<file path="src/rtl/nibble_serial_adder.sv">
// Nibble-serial add/subtract sequencer driving an external combinational 4-bit adder.
// Optional `zero` result flag is enabled by defining NIBBLE_SERIAL_ADDER_ZERO_EN.
module nibble_serial_adder #(
  parameter int NIBBLES = 4
) (
  input  logic                 clk,
  input  logic                 rst_n,
  input  logic                 start,
  input  logic                 sub,
  input  logic [4*NIBBLES-1:0] op_a,
  input  logic [4*NIBBLES-1:0] op_b,
  output logic [3:0]           add_a,
  output logic [3:0]           add_b,
  output logic                 add_cin,
  input  logic [3:0]           add_s,
  input  logic                 add_cout,
  output logic                 busy,
  output logic                 done,
  output logic [4*NIBBLES-1:0] result,
  output logic                 carry_out,
  output logic                 overflow
`ifdef NIBBLE_SERIAL_ADDER_ZERO_EN
  ,
  output logic                 zero
`endif
);

  localparam int W  = 4 * NIBBLES;
  localparam int IW = (NIBBLES > 1) ? $clog2(NIBBLES) : 1;

  localparam logic [1:0] S_IDLE = 2'd0;
  localparam logic [1:0] S_RUN  = 2'd1;
  localparam logic [1:0] S_DONE = 2'd2;

  logic [1:0]    state;
  logic [IW-1:0] idx;
  logic          carry_r;
  logic [W-1:0]  a_reg;
  logic [W-1:0]  b_reg;
  logic          load;
  logic          last;
  logic          fin;

  // A request is taken in IDLE and also on the edge that leaves DONE.
  assign load = start && (state == S_IDLE || state == S_DONE);
  assign last = (idx == IW'(NIBBLES - 1));
  assign fin  = (state == S_RUN) && last;

  assign busy = (state != S_IDLE);
  assign done = (state == S_DONE);

  always_comb begin
    add_a   = 4'd0;
    add_b   = 4'd0;
    add_cin = 1'b0;
    if (state == S_RUN) begin
      add_a   = a_reg[4*idx +: 4];
      add_b   = b_reg[4*idx +: 4];
      add_cin = carry_r;
    end
  end

  always_ff @(posedge clk or negedge rst_n) begin
    if (!rst_n) begin
      state     <= S_IDLE;
      idx       <= '0;
      carry_r   <= 1'b0;
      a_reg     <= '0;
      b_reg     <= '0;
      result    <= '0;
      carry_out <= 1'b0;
      overflow  <= 1'b0;
    end else begin
      case (state)
        S_IDLE, S_DONE: begin
          if (load) begin
            a_reg   <= op_a;
            b_reg   <= sub ? ~op_b : op_b;
            carry_r <= sub;
            idx     <= '0;
            state   <= S_RUN;
          end else begin
            state <= S_IDLE;
          end
        end
        S_RUN: begin
          result[4*idx +: 4] <= add_s;
          carry_r            <= add_cout;
          if (last) begin
            state     <= S_DONE;
            carry_out <= add_cout;
            // The top nibble's sum is not in `result` yet, so use add_s directly.
            overflow  <= (a_reg[W-1] == b_reg[W-1]) && (add_s[3] != a_reg[W-1]);
          end else begin
            idx <= idx + 1'b1;
          end
        end
        default: state <= S_IDLE;
      endcase
    end
  end

`ifdef NIBBLE_SERIAL_ADDER_ZERO_EN
  logic nz;

  always_ff @(posedge clk or negedge rst_n) begin
    if (!rst_n) begin
      nz   <= 1'b0;
      zero <= 1'b0;
    end else if (load) begin
      nz <= 1'b0;
    end else if (state == S_RUN) begin
      nz <= nz | (add_s != 4'd0);
      if (fin) zero <= !(nz | (add_s != 4'd0));
    end
  end
`endif

endmodule
</file>
<file path="config.mk">
export PLATFORM = sky130hd
export DESIGN_NAME = nibble_serial_adder
export DESIGN_NICKNAME = d
export VERILOG_FILES = /design/src/rtl/nibble_serial_adder.sv
export SDC_FILE = /design/constraint.sdc
export NUM_CORES = 1
export LEC_CHECK = 0
export BUFFER_PORTS_ARGS = -buffer_cell sky130_fd_sc_hd__buf_4
export CORE_UTILIZATION = 34
export CTS_BUF_LIST = sky130_fd_sc_hd__clkbuf_4 sky130_fd_sc_hd__clkbuf_8
export DETAILED_ROUTE_END_ITERATION = 16
export MAX_ROUTING_LAYER = met4
export SYNTH_ARGS = -nofsm -noshare
export SYNTH_HDL_FRONTEND = slang
export SYNTH_SLANG_ARGS = --single-unit
</file>
<file path="constraint.sdc">
create_clock -name clk -period 2.6 [get_ports clk]
set_input_delay 0.39 -clock clk [delete_from_list [all_inputs] [get_ports clk]]
set_output_delay 0.39 -clock clk [all_outputs]
set_load 0.02 [all_outputs]
</file>
# Word level (Yosys, flattened, before mapping)
# Cells that the tools add are included.
# classes
n_bitwise	1
mux	13
order_cmp	0
n_reduce_logical	11
add_sub_neg	2
n_eq_ne	8
div_mod_pow	0
n_shift	4
mul	0
# ops
cell	n
4-bit negator with 34-bit output	1
4-bit by 34-bit variable shift with 16-bit output (first input constant)	1
4-bit by 34-bit variable part select with 16-bit output	1
16-bit by 5-bit variable part select with 4-bit output	2
16-bit bitwise mux	1
16-bit 2-to-1 mux	1
16-bit inverter	1
4-bit 2-to-1 mux	2
2-bit case mux with 2 select lines	2
2-bit 2-to-1 mux	3
2-bit inequality test (second input constant)	3
2-bit AND reduction	3
2-bit == test (second input constant)	2
2-bit nonzero test	2
1-bit 2-to-1 mux	3
3-bit AND reduction	1
2-bit by 1-bit adder with 2-bit output (second input constant)	1
2-bit by 1-bit == test with 1-bit output (second input constant)	1
1-bit logical AND	2
2-bit zero test	1
1-bit case mux with 2 select lines	1
2-bit OR reduction	1
1-bit == test	1
1-bit logical OR	1
1-bit inequality test	1
# word_totals
reg_bits	55
ramBits	0
rom_bits	0
output_inout_bits	29
memories	0
latch_bits	0

# Longest topological paths before layout
# logic_depth
word_depth	5
ltp_mapped	6
ltp_nobuf	5

# Worst setup path before layout
# Ideal clock, no wire load.
# synth_timing
kind	register to register
start	register idx[1]
end	register result[10]
synth_period_minus_slack_ns	1.852
path_buffers	1
t_arrival_ns	1.785
path_stages_with_launch	7
required_ns	2.533
path_slack_ns	0.748
cell_sequence	dfrtp_1 clkbuf_1 inv_1 ha_1 nand2b_1 nor4_2 a22o_1
# synth_via
elab_chain_cells	3
word_cells_on_any_way	4
classes_between	add/sub (1); shift (2); mux (1)
# synth_lines
item	line_no	rtl
start: declaration	36	logic [IW-1:0] idx;
start signal: assignment	95	idx <= idx + 1'b1;
4-bit negator with 34-bit output *	87	result[4*idx +: 4] <= add_s;
4-bit by 34-bit variable part select with 16-bit output or 4-bit by 34-bit variable shift with 16-bit output (tied branches)	87	
16-bit bitwise mux *	87	
end signal: indexed assignment	87	
end: declaration	19	output logic [4*NIBBLES-1:0] result,
# Every way passes the cells marked *; elsewhere a longest branch is shown, timed or not.
# A chain may end at the register's enable or synchronous reset.

# Worst setup path after layout
# layout_timing
start	register idx[0]
end	output port add_a[0]
# layout_via
elab_chain_cells	2
# layout_lines
item	line_no	rtl
16-bit by 5-bit variable part select with 4-bit output	57	add_a = a_reg[4*idx +: 4];
4-bit 2-to-1 mux	56	if (state == S_RUN) begin
end: declaration	12	output logic [3:0] add_a,
# No other way between the ends.

==> summary.md <==
| Metric | Value |
|---|---|
| Tightest Pin Transition | `0.863 ns` |
| Most frequent cells in the layout | `buf_4, dfrtp_1, nand2_1` |
| Total track usage | `13.6%` |
| Final-layout fill cell count | `709` |
| Post-CTS Setup Inserts | `0` |
| Final setup fails | `0` |
| Share of cells above drive strength 1 | `39.2%` |
| # clock sinks | `55` |
| HPWL Detailed | `3660 um` |
| Dominant cell type by area after synthesis | `dfrtp_1` |
| Core area | `7330 um2` |
| Netlist cell types | `27` |
| # DRC | `0` |
| Area grow syn2layout | `27.2%` |
| Crit path launch | `idx[0]` |
| Max Cap Viol | `0` |
| Met3 GRT Util | `2.96%` |
| CP Class | `flip-flop to primary output` |
| Fin util | `45.4%` |
| Mean Syn Cell Area | `12.0 um2` |
| Worst-path clk slew | `0.10 ns` |
| Busiest grt layer | `met2` |
| Clock skew | `0.00211 ns` |
| Post-synth net total | `264` |
| Initial antenna violation count | `0` |
| Worst Setup Start Kind | `flip-flop` |
| Reg2Reg Depth | `5` |
| Num CTS Buffers | `5` |
| Crit end category | `primary output` |
| Vias per inst | `4.60` |
| RSZ-0062 raised after global routing | `false` |
| Antenna Cells | `0` |
| CP required | `2.21 ns` |
| Yosys Warn Count | `0` |
| Status | `completed` |
| Ports | `70` |
| Global-route wire length before repair | `8540 um` |
| Setup TNS Final | `0 ns` |
| Reg2reg start | `idx[1]` |
| Crit path max fanout | `9` |
| Max VDD drop | `0.409 mV` |
| GR Util met1 | `18.7%` |
| Routability cong. | `0.746` |
| CTS Hold Bufs | `0` |
| Min Hold Slack | `0.115 ns` |
| WL per Instance | `13.1 um` |
| FF-to-FF End | `result[11]` |
| Vias | `1770` |
| Crit share post-route | `80.7%` |
| Seq/Total Area, Yosys | `52.6%` |
| Arrival time worst endpoint | `1.71 ns` |
| Worst min path class | `primary input to asynchronous set/reset pin` |
| Met2 global-route usage | `20.7%` |
| Die X | `89.8 um` |
| Nets | `331` |
| Initial Util | `35.7%` |
| Htree depth | `2` |
| Rows | `31` |
| Die Span Y | `89.8 um` |
| Setup slack, reg-to-reg | `0.61 ns` |
| Clock root cell | `clkbuf_8` |
| CTS tree | `done` |
| Largest net degree at the start of global routing | `56` |
| Pwr dens | `1200 nW/um2` |
| Slew margin rel. | `42.5%` |
| Max-slew violation count | `0` |
| Worst Setup EP | `add_a[0]` |
| Initial DRC count | `74` |
| Post-cts repair resize count | `0` |
| Inst Count DP | `377` |
| Routed Antenna Nets | `0` |
| Die area | `8060 um2` |
| Vias in the first global route | `1742` |
| #FFs+latches synth | `55` |
| Synthesized area | `2620 um2` |
| Worst skew pair latency | `0.30 ns` |
| Clk buf depth | `2` |
| Commonest non-fill, non-tap cell in the layout | `buf_4` |
| Detailed-route wire length | `5040 um` |
| Cell count after synthesis | `218` |
| Grt ovf | `0` |
| Largest cells by area after synthesis | `dfrtp_1, mux2_2, mux4_2` |
| Number of buffers added on ports | `69` |
| Fin. Hold Viols | `0` |
| Leakage | `0.00154 uW` |
| Post-synth top area share | `52.6%` |
| Period minus WS final | `2.10 ns` |
| Non-filler cells, final | `385` |
| Fmax | `477 MHz` |
| Drt pass-1 iters | `4` |
## worst min path at each step
stage / from / to / slack (ns) / cells past startpoint
3_3_place_gp: b_reg[4] / b_reg[4] / 0.46 / 2
4_1_cts: rst_n / result[2] / 0.15 / 1
2_1_floorplan: rst_n / a_reg[0] / 0.09 / 0
3_5_place_dp: b_reg[9] / b_reg[9] / 0.47 / 2
5_1_grt: rst_n / result[0] / 0.17 / 1
6_report: rst_n / result[2] / 0.12 / 1
## Yosys cell counts (all sizes together)
| master | instances |
|---|---|
| dfrtp | 55 |
| nand2 | 36 |
| o21ai | 28 |
| mux2 | 17 |
| xnor2 | 16 |
| nor2b | 9 |
| a22o | 8 |
| buf | 8 |
| mux4 | 8 |
| ha | 5 |
| clkbuf | 4 |
| inv | 4 |
| nand3b | 4 |
| nand2b | 3 |
| nor2 | 3 |
| a21oi | 2 |
| nor4b | 2 |
| and3b | 1 |
| and4bb | 1 |
| mux2i | 1 |
| nor3b | 1 |
| nor4 | 1 |
| or2 | 1 |
## cells by family (layout without fill, tap and decap cells)
logic type                 after synthesis  after routing  share of synthesized area, %
buffers and inverters                   16             84                          3.34
DFF                                     55             55                          52.6
xor gates and xnor gates                16             16                          5.35
and+or+nand+nor                         62             62                          13.4
AOI/OAI and AO/OA                       38             38                          8.41
muxes                                   26             26                          14.6
adders and majority gates                5              5                          2.39
## metrics by stage
| step | power [uW] | setup WS, ns | cell area, um2 |
|---|---|---|---|
| after floorplan | 2810 | 0.748 | 2620 |
| after global placement | 3420 | 0.653 | 3210 |
| after detailed placement | 3450 | 0.585 | 3210 |
| after CTS | 4050 | 0.472 | 3330 |
| after global routing | 4280 | 0.389 | 3330 |
| final | 3980 | 0.502 | 3330 |
## metal layers
| layer | vias up | routed length (um) |
|---|---|---|
| met5 | - | 0 |
| met4 | 0 | 16 |
| met3 | 3 | 227 |
| met2 | 49 | 2340 |
| met1 | 833 | 2460 |
| li1 | 885 | - |
## final cells by class
cell class	count	area, um2	area share (%)
Clock buffer	6	82.6	2.48
Clock inverter	2	35.0	1.05
Inverter	4	15.0	0.451
Multi-Input combinational cell	147	1160	34.7
Sequential cell	55	1380	41.3
Tap cell	99	124	3.72
Timing Repair Buffer	72	541	16.2
## worst max-delay path, stage by stage (launching register included)
cell and delay (ns):
dfrtp_1 0.37, buf_4 0.21, mux4_2 0.50, nor2b_1 0.15
buf_4 0.18
## power by group
group          internal, uW  leakage, uW  total (uW)  switching [uW]
clock                   312    0.0000612         586             274
combinational           957     0.000783        1900             942
sequential             1250     0.000691        1500             251
total                  2520      0.00154        3980            1470
Note: power is estimated with default switching activity, not from simulation.
